### config.mk
export PLATFORM = sky130hd
export DESIGN_NAME = slice_block_scheduler
export DESIGN_NICKNAME = d
export VERILOG_FILES = /design/src/rtl/slice_block_scheduler.sv
export SDC_FILE = /design/constraint.sdc
export NUM_CORES = 1
export LEC_CHECK = 0
export CORE_AREA = 2 2 86 88
export CTS_CLUSTER_DIAMETER = 150
export CTS_CLUSTER_SIZE = 30
export DETAILED_ROUTE_END_ITERATION = 12
export DIE_AREA = 0 0 88 90
export HOLD_SLACK_MARGIN = 0.02
export PLACE_DENSITY = 0.6
export SLEW_MARGIN = 25
export SYNTH_ARGS = -nofsm -noshare
export SYNTH_HDL_FRONTEND = slang
export SYNTH_SLANG_ARGS = --single-unit
### constraint.sdc
create_clock -name clock -period 4.5 [get_ports clock]
set_clock_uncertainty 0.1 [all_clocks]
set_input_delay 1.35 -clock clock [delete_from_list [all_inputs] [get_ports clock]]
set_output_delay 1.35 -clock clock [all_outputs]
set_load 0.1 [all_outputs]
### src/rtl/slice_block_scheduler.sv
// Ping-pong slice scheduler: fills one bank of 8x8 blocks while the other is
// presented to the entropy coder, closing slices on target count or flush.
module slice_block_scheduler #(
  parameter int BLOCKS_MAX = 32,
  parameter int CNT_W      = 6
) (
  input  logic             clock,
  input  logic             reset,
  input  logic [CNT_W-1:0] blocks_per_slice,
  input  logic             flush,
  input  logic             blk_valid,
  output logic             blk_ready,
  output logic             wr_en,
  output logic             wr_bank,
  output logic [31:0]      wr_counter,
  output logic             slice_valid,
  output logic             slice_bank,
  output logic [CNT_W-1:0] slice_blocks,
  input  logic             slice_ack,
  output logic             flush_done,
  output logic             busy
);

  localparam logic [1:0] ST_EMPTY   = 2'd0;
  localparam logic [1:0] ST_FILLING = 2'd1;
  localparam logic [1:0] ST_FULL    = 2'd2;
  localparam logic [CNT_W-1:0] MAX_C = CNT_W'(BLOCKS_MAX);

  function automatic logic [CNT_W-1:0] clamp_target(input logic [CNT_W-1:0] req);
    if (req == '0 || req > MAX_C) return MAX_C;
    return req;
  endfunction

  logic [1:0][1:0]       st_q, st_d;
  logic [1:0][CNT_W-1:0] cnt_q, cnt_d;
  logic [1:0][CNT_W-1:0] tgt_q, tgt_d;
  logic                  wb_q, wb_d;
  logic                  rb_q, rb_d;
  logic                  pend_q, pend_d;
  logic                  pend_flush_q, pend_flush_d;
  logic                  blk_ready_q, blk_ready_d;
  logic                  wr_en_q, wr_en_d;
  logic                  wr_bank_q, wr_bank_d;
  logic [CNT_W-1:0]      wr_cnt_q, wr_cnt_d;
  logic                  flush_done_q, flush_done_d;
  logic                  accept;
  logic [CNT_W-1:0]      tgt_now;
  logic [CNT_W-1:0]      cnt_nxt;

  always_comb begin
    st_d         = st_q;
    cnt_d        = cnt_q;
    tgt_d        = tgt_q;
    wb_d         = wb_q;
    rb_d         = rb_q;
    pend_d       = pend_q;
    pend_flush_d = pend_flush_q;
    wr_en_d      = 1'b0;
    wr_bank_d    = wr_bank_q;
    wr_cnt_d     = wr_cnt_q;
    flush_done_d = 1'b0;
    accept       = blk_valid && blk_ready_q;
    tgt_now      = tgt_q[wb_q];
    cnt_nxt      = cnt_q[wb_q] + CNT_W'(1);

    if (slice_ack && st_q[rb_q] == ST_FULL) begin
      st_d[rb_q]  = ST_EMPTY;
      cnt_d[rb_q] = '0;
      rb_d        = ~rb_q;
    end

    // A pending close lands on the edge after the last write, so the memory
    // write has committed before the consumer sees slice_valid.
    if (pend_q) begin
      st_d[wb_q]   = ST_FULL;
      wb_d         = ~wb_q;
      pend_d       = 1'b0;
      pend_flush_d = 1'b0;
      flush_done_d = pend_flush_q;
    end

    if (accept) begin
      wr_en_d   = 1'b1;
      wr_bank_d = wb_q;
      wr_cnt_d  = cnt_q[wb_q];
      if (st_q[wb_q] == ST_EMPTY) begin
        st_d[wb_q]  = ST_FILLING;
        tgt_now     = clamp_target(blocks_per_slice);
        tgt_d[wb_q] = tgt_now;
      end
      cnt_d[wb_q] = cnt_nxt;
      if (cnt_nxt == tgt_now) pend_d = 1'b1;
    end

    if (flush) begin
      if (pend_q) begin
        flush_done_d = 1'b1;
      end else if (accept || (st_q[wb_q] == ST_FILLING && cnt_q[wb_q] != '0)) begin
        pend_d       = 1'b1;
        pend_flush_d = 1'b1;
      end else begin
        flush_done_d = 1'b1;
      end
    end

    blk_ready_d = !pend_d && (st_d[wb_d] == ST_EMPTY ||
                  (st_d[wb_d] == ST_FILLING && cnt_d[wb_d] < tgt_d[wb_d]));
  end

  always_ff @(posedge clock) begin
    if (reset) begin
      st_q         <= '0;
      cnt_q        <= '0;
      tgt_q        <= '0;
      wb_q         <= 1'b0;
      rb_q         <= 1'b0;
      pend_q       <= 1'b0;
      pend_flush_q <= 1'b0;
      blk_ready_q  <= 1'b0;
      wr_en_q      <= 1'b0;
      wr_bank_q    <= 1'b0;
      wr_cnt_q     <= '0;
      flush_done_q <= 1'b0;
    end else begin
      st_q         <= st_d;
      cnt_q        <= cnt_d;
      tgt_q        <= tgt_d;
      wb_q         <= wb_d;
      rb_q         <= rb_d;
      pend_q       <= pend_d;
      pend_flush_q <= pend_flush_d;
      blk_ready_q  <= blk_ready_d;
      wr_en_q      <= wr_en_d;
      wr_bank_q    <= wr_bank_d;
      wr_cnt_q     <= wr_cnt_d;
      flush_done_q <= flush_done_d;
    end
  end

  assign blk_ready    = blk_ready_q;
  assign wr_en        = wr_en_q;
  assign wr_bank      = wr_bank_q;
  assign wr_counter   = 32'(wr_cnt_q);
  assign slice_valid  = (st_q[rb_q] == ST_FULL);
  assign slice_bank   = rb_q;
  assign slice_blocks = slice_valid ? cnt_q[rb_q] : '0;
  assign flush_done   = flush_done_q;
  assign busy         = (st_q[0] != ST_EMPTY) || (st_q[1] != ST_EMPTY);

endmodule

==> key figures <==
Status
  – Status: finished clean

Critical path
  – Worst reg2reg path startpoint: wb_q
  – Most frequent CP cell: a21oi_1
  – WS Path Type: in2reg
  – Startpoint Class: primary input
  – CP Capture Type: flop
  – Worst Setup SP: blk_valid
  – CP Data Required Time: approximately 4600 ps
  – Cell Chain, Critical Path: clkdlybuf4s50_1, nand3b_4, or3_2, nor2_1, a21oi_1, mux2_2, ha_1, and4_1, a21oi_1, a21oi_1, a311o_1, a211oi_2
  – Data arrival, critical path: 4310 ps
  – CP max-delay cell: clkdlybuf4s50_1
  – Crit Path Max Fanout: 10
  – CP Buf/Inv Count: 1
  – CP top delay family: simple AND/OR/NAND/NOR gates
  – Worst path max stage delay: 620 ps

Timing
  – Fin. Hold Viols: 0
  – WHS: 376 ps
  – Tmin final: 4190 ps
  – Max Slew Vio Count: 0
  – RSZ-0062 raised after global routing: no
  – Final Setup Violations: 0
  – Fmax: 0.239 GHz
  – Worst Tran Pin Value: just under 1000 ps
  – Period utilisation layout: 93.0%
  – Sum of negative setup slack: 0 ps
  – Slew Limit Headroom: approximately a third

Synth
  – Number of synthesized flops with an enable pin: 0
  – Ys flop type: dfxtp_1
  – Yosys reg bits: 42
  – Synth cell types: 52
  – Synth warn: 0
  – Syn Area/Cell: 8.35 sq um
  – Sequential-to-total area share from yosys stat: just over 30%
  – FFs w/ async S/R, synth: 0%
  – Post-synthesis instance area: 0.00274 sq mm
  – Post-Syn Instances: 328

Route
  – Detailed Route Iter0 Violations: 118
  – Final wirelength: 6810 um
  – Via/cell ratio: about 5.1
  – Drt wl/cell: roughly 15 um
  – Drt drc: 0
  – Post-DRT Antenna Nets: 0
  – Vias after detailed routing: 2343
  – TritonRoute pass-1 iters: 4

Finish
  – N_diodes: 0
  – Most frequent cells in the layout: nor2_1, dfxtp_1, mux2i_1, conb_1, a21oi_1
  – Layout cells sized above 1: 13.1%
  – Fill cells: 709
  – Design Area, Final: 0.00317 sq mm
  – Area growth, synth to finish: 15.7%
  – End-of-flow core utilization: between 40% and 50%
  – Final #Nets: 375
  – Commonest non-fill, non-tap cell in the layout: nor2_1

Clock tree
  – CTS Buf Count: 5
  – Cts hold-fix bufs: 0
  – CTS tree: built
  – Clock slew at reported path FFs: 90 ps
  – Root Buffer: clkbuf_8
  – Clk sinks: 42
  – Clk_lat worst skew: approximately 300 ps
  – CTS max path bufs: 2
  – CTS resizes: 0
  – Post-CTS setup buffer count: 0
  – H-tree levels: 2

Placement
  – GPL Wtd Cong: ~0.85
  – Area after DPL: 0.00303 sq mm
  – DP Wirelength: between 5000 and 6000 um
  – Count of input and output buffers: 29

Floorplan
  – Rows: 31
  – Chip width: 88 um
  – Initial Utilization: 39.0%
  – Top Ports: 56
  – Die Ht: approximately 90 um
  – Die Area: slightly below 0.008 sq mm
  – Core region area: 0.00702 sq mm

Hold path
  – HP Class: reg2reg
  – Beginning of the worst hold path: pend_flush_q

Power
  – Maximum vdd ir drop: 0.000193 V
  – Total power: 1.29 mW
  – Leak: 1.24 nW
  – Pwr Density: 408 mW/mm^2

Global route
  – Number of global-route vias before repair: 2154
  – Largest net degree at the start of global routing: 43
  – Congestion Overflow GR: 0
  – First-pass GRT wire length: 11000 um
  – Tot GR Track Use: 17.7%
  – Initial antenna violation count: 0

Job
  – Max-capacitance violation count: 0
==> layer usage <==
layer  global-route usage [%]  share of wire [%]  up-vias
li1                         -                  -     1166
met3                     3.21                4.6       11
met5                        0                  0        -
met2                     27.6                 48       68
met1                     24.7                 46     1098
met4                     5.38                1.7        0
==> tightest hold or removal path, stage by stage (launching register included) <==
cell and delay (ps):
dfxtp_1 320, nand2b_1 60, a21oi_1 50
==> sequential cells by signal, summed over array words and instances (netlist names) <==
register	cells
blk_ready	1
cnt_q	12
flush_done	1
pend_flush_q	1
pend_q	1
slice_bank	1
st_q	4
tgt_q	12
wb_q	1
wr_bank	1
wr_cnt_q	6
wr_en	1
==> cell families after synthesis <==
family	count (synthesis)	synth area share (%)
multiplexers	35	13.2
flip-flops	42	30.7
AND/OR/NAND/NOR	113	20.7
other	1	0.137
AO/OA/AOI/OAI	71	17.7
buffers and inverters	49	11.2
adder cells (fa/ha/maj)	7	3.20
XOR/XNOR	10	3.20
==> where the power goes <==
part | switching [mW] | leakage [nW] | internal (mW)
registers | 0.0305 | 0.341 | 0.397
logic | 0.362 | 0.829 | 0.138
clock network | 0.140 | 0.0683 | 0.222
==> final cells by class <==
cell class	instances	area [sq um]	area share [%]
well taps	99	124	3.91
inverters	5	18.8	0.593
flip-flops and latches	42	841	26.6
clock buffers	5	68.8	2.17
multi-input cells	262	1690	53.2
repair buffers	41	360	11.4
clock inverters	3	68.8	2.17
==> path summary, 6_finish.rpt <==
kind	cells past startpoint	endpoint	slack, ps
setup reg to reg	14	blk_ready	870
hold reg to reg	2	pend_flush_q	380
setup / recovery	12	blk_ready	310
hold / removal	2	pend_flush_q	380
==> cells in the mapped netlist, types with 2 or more instances <==
cell type	count	share of area, %
a211oi_1	6	1.6
a211oi_2	2	0.91
a21boi_0	2	0.55
a21oi_1	24	4.4
a22o_1	4	1.3
a22oi_1	6	1.6
a311o_1	2	0.73
a31oi_1	2	0.46
and2_1	2	0.46
buf_2	7	1.3
buf_4	28	7.7
clkbuf_1	8	1.1
dfxtp_1	42	31
ha_1	7	3.2
inv_1	5	0.69
mux2_2	9	3.7
mux2i_1	26	9.5
nand2_1	15	2.1
nand2b_1	5	1.1
nand3_1	2	0.37
nand3b_1	4	1.1
nand4_1	4	0.91
nand4b_1	2	0.64
nor2_1	54	7.4
nor2b_1	8	1.8
nor3_1	5	0.91
nor4_1	3	0.69
o21ai_0	10	1.8
o31a_1	2	0.64
o31ai_1	2	0.55
xnor2_1	9	2.9
==> per-stage QoR <==
step / setup WS [ps] / std cells
CTS: 319 / 457
floorplan: 41.1 / 353
global route: 134 / 457
finish: 313 / 457
detailed placement: 17.3 / 449
global placement: 81.7 / 449
(Power assumes the default switching activity.)
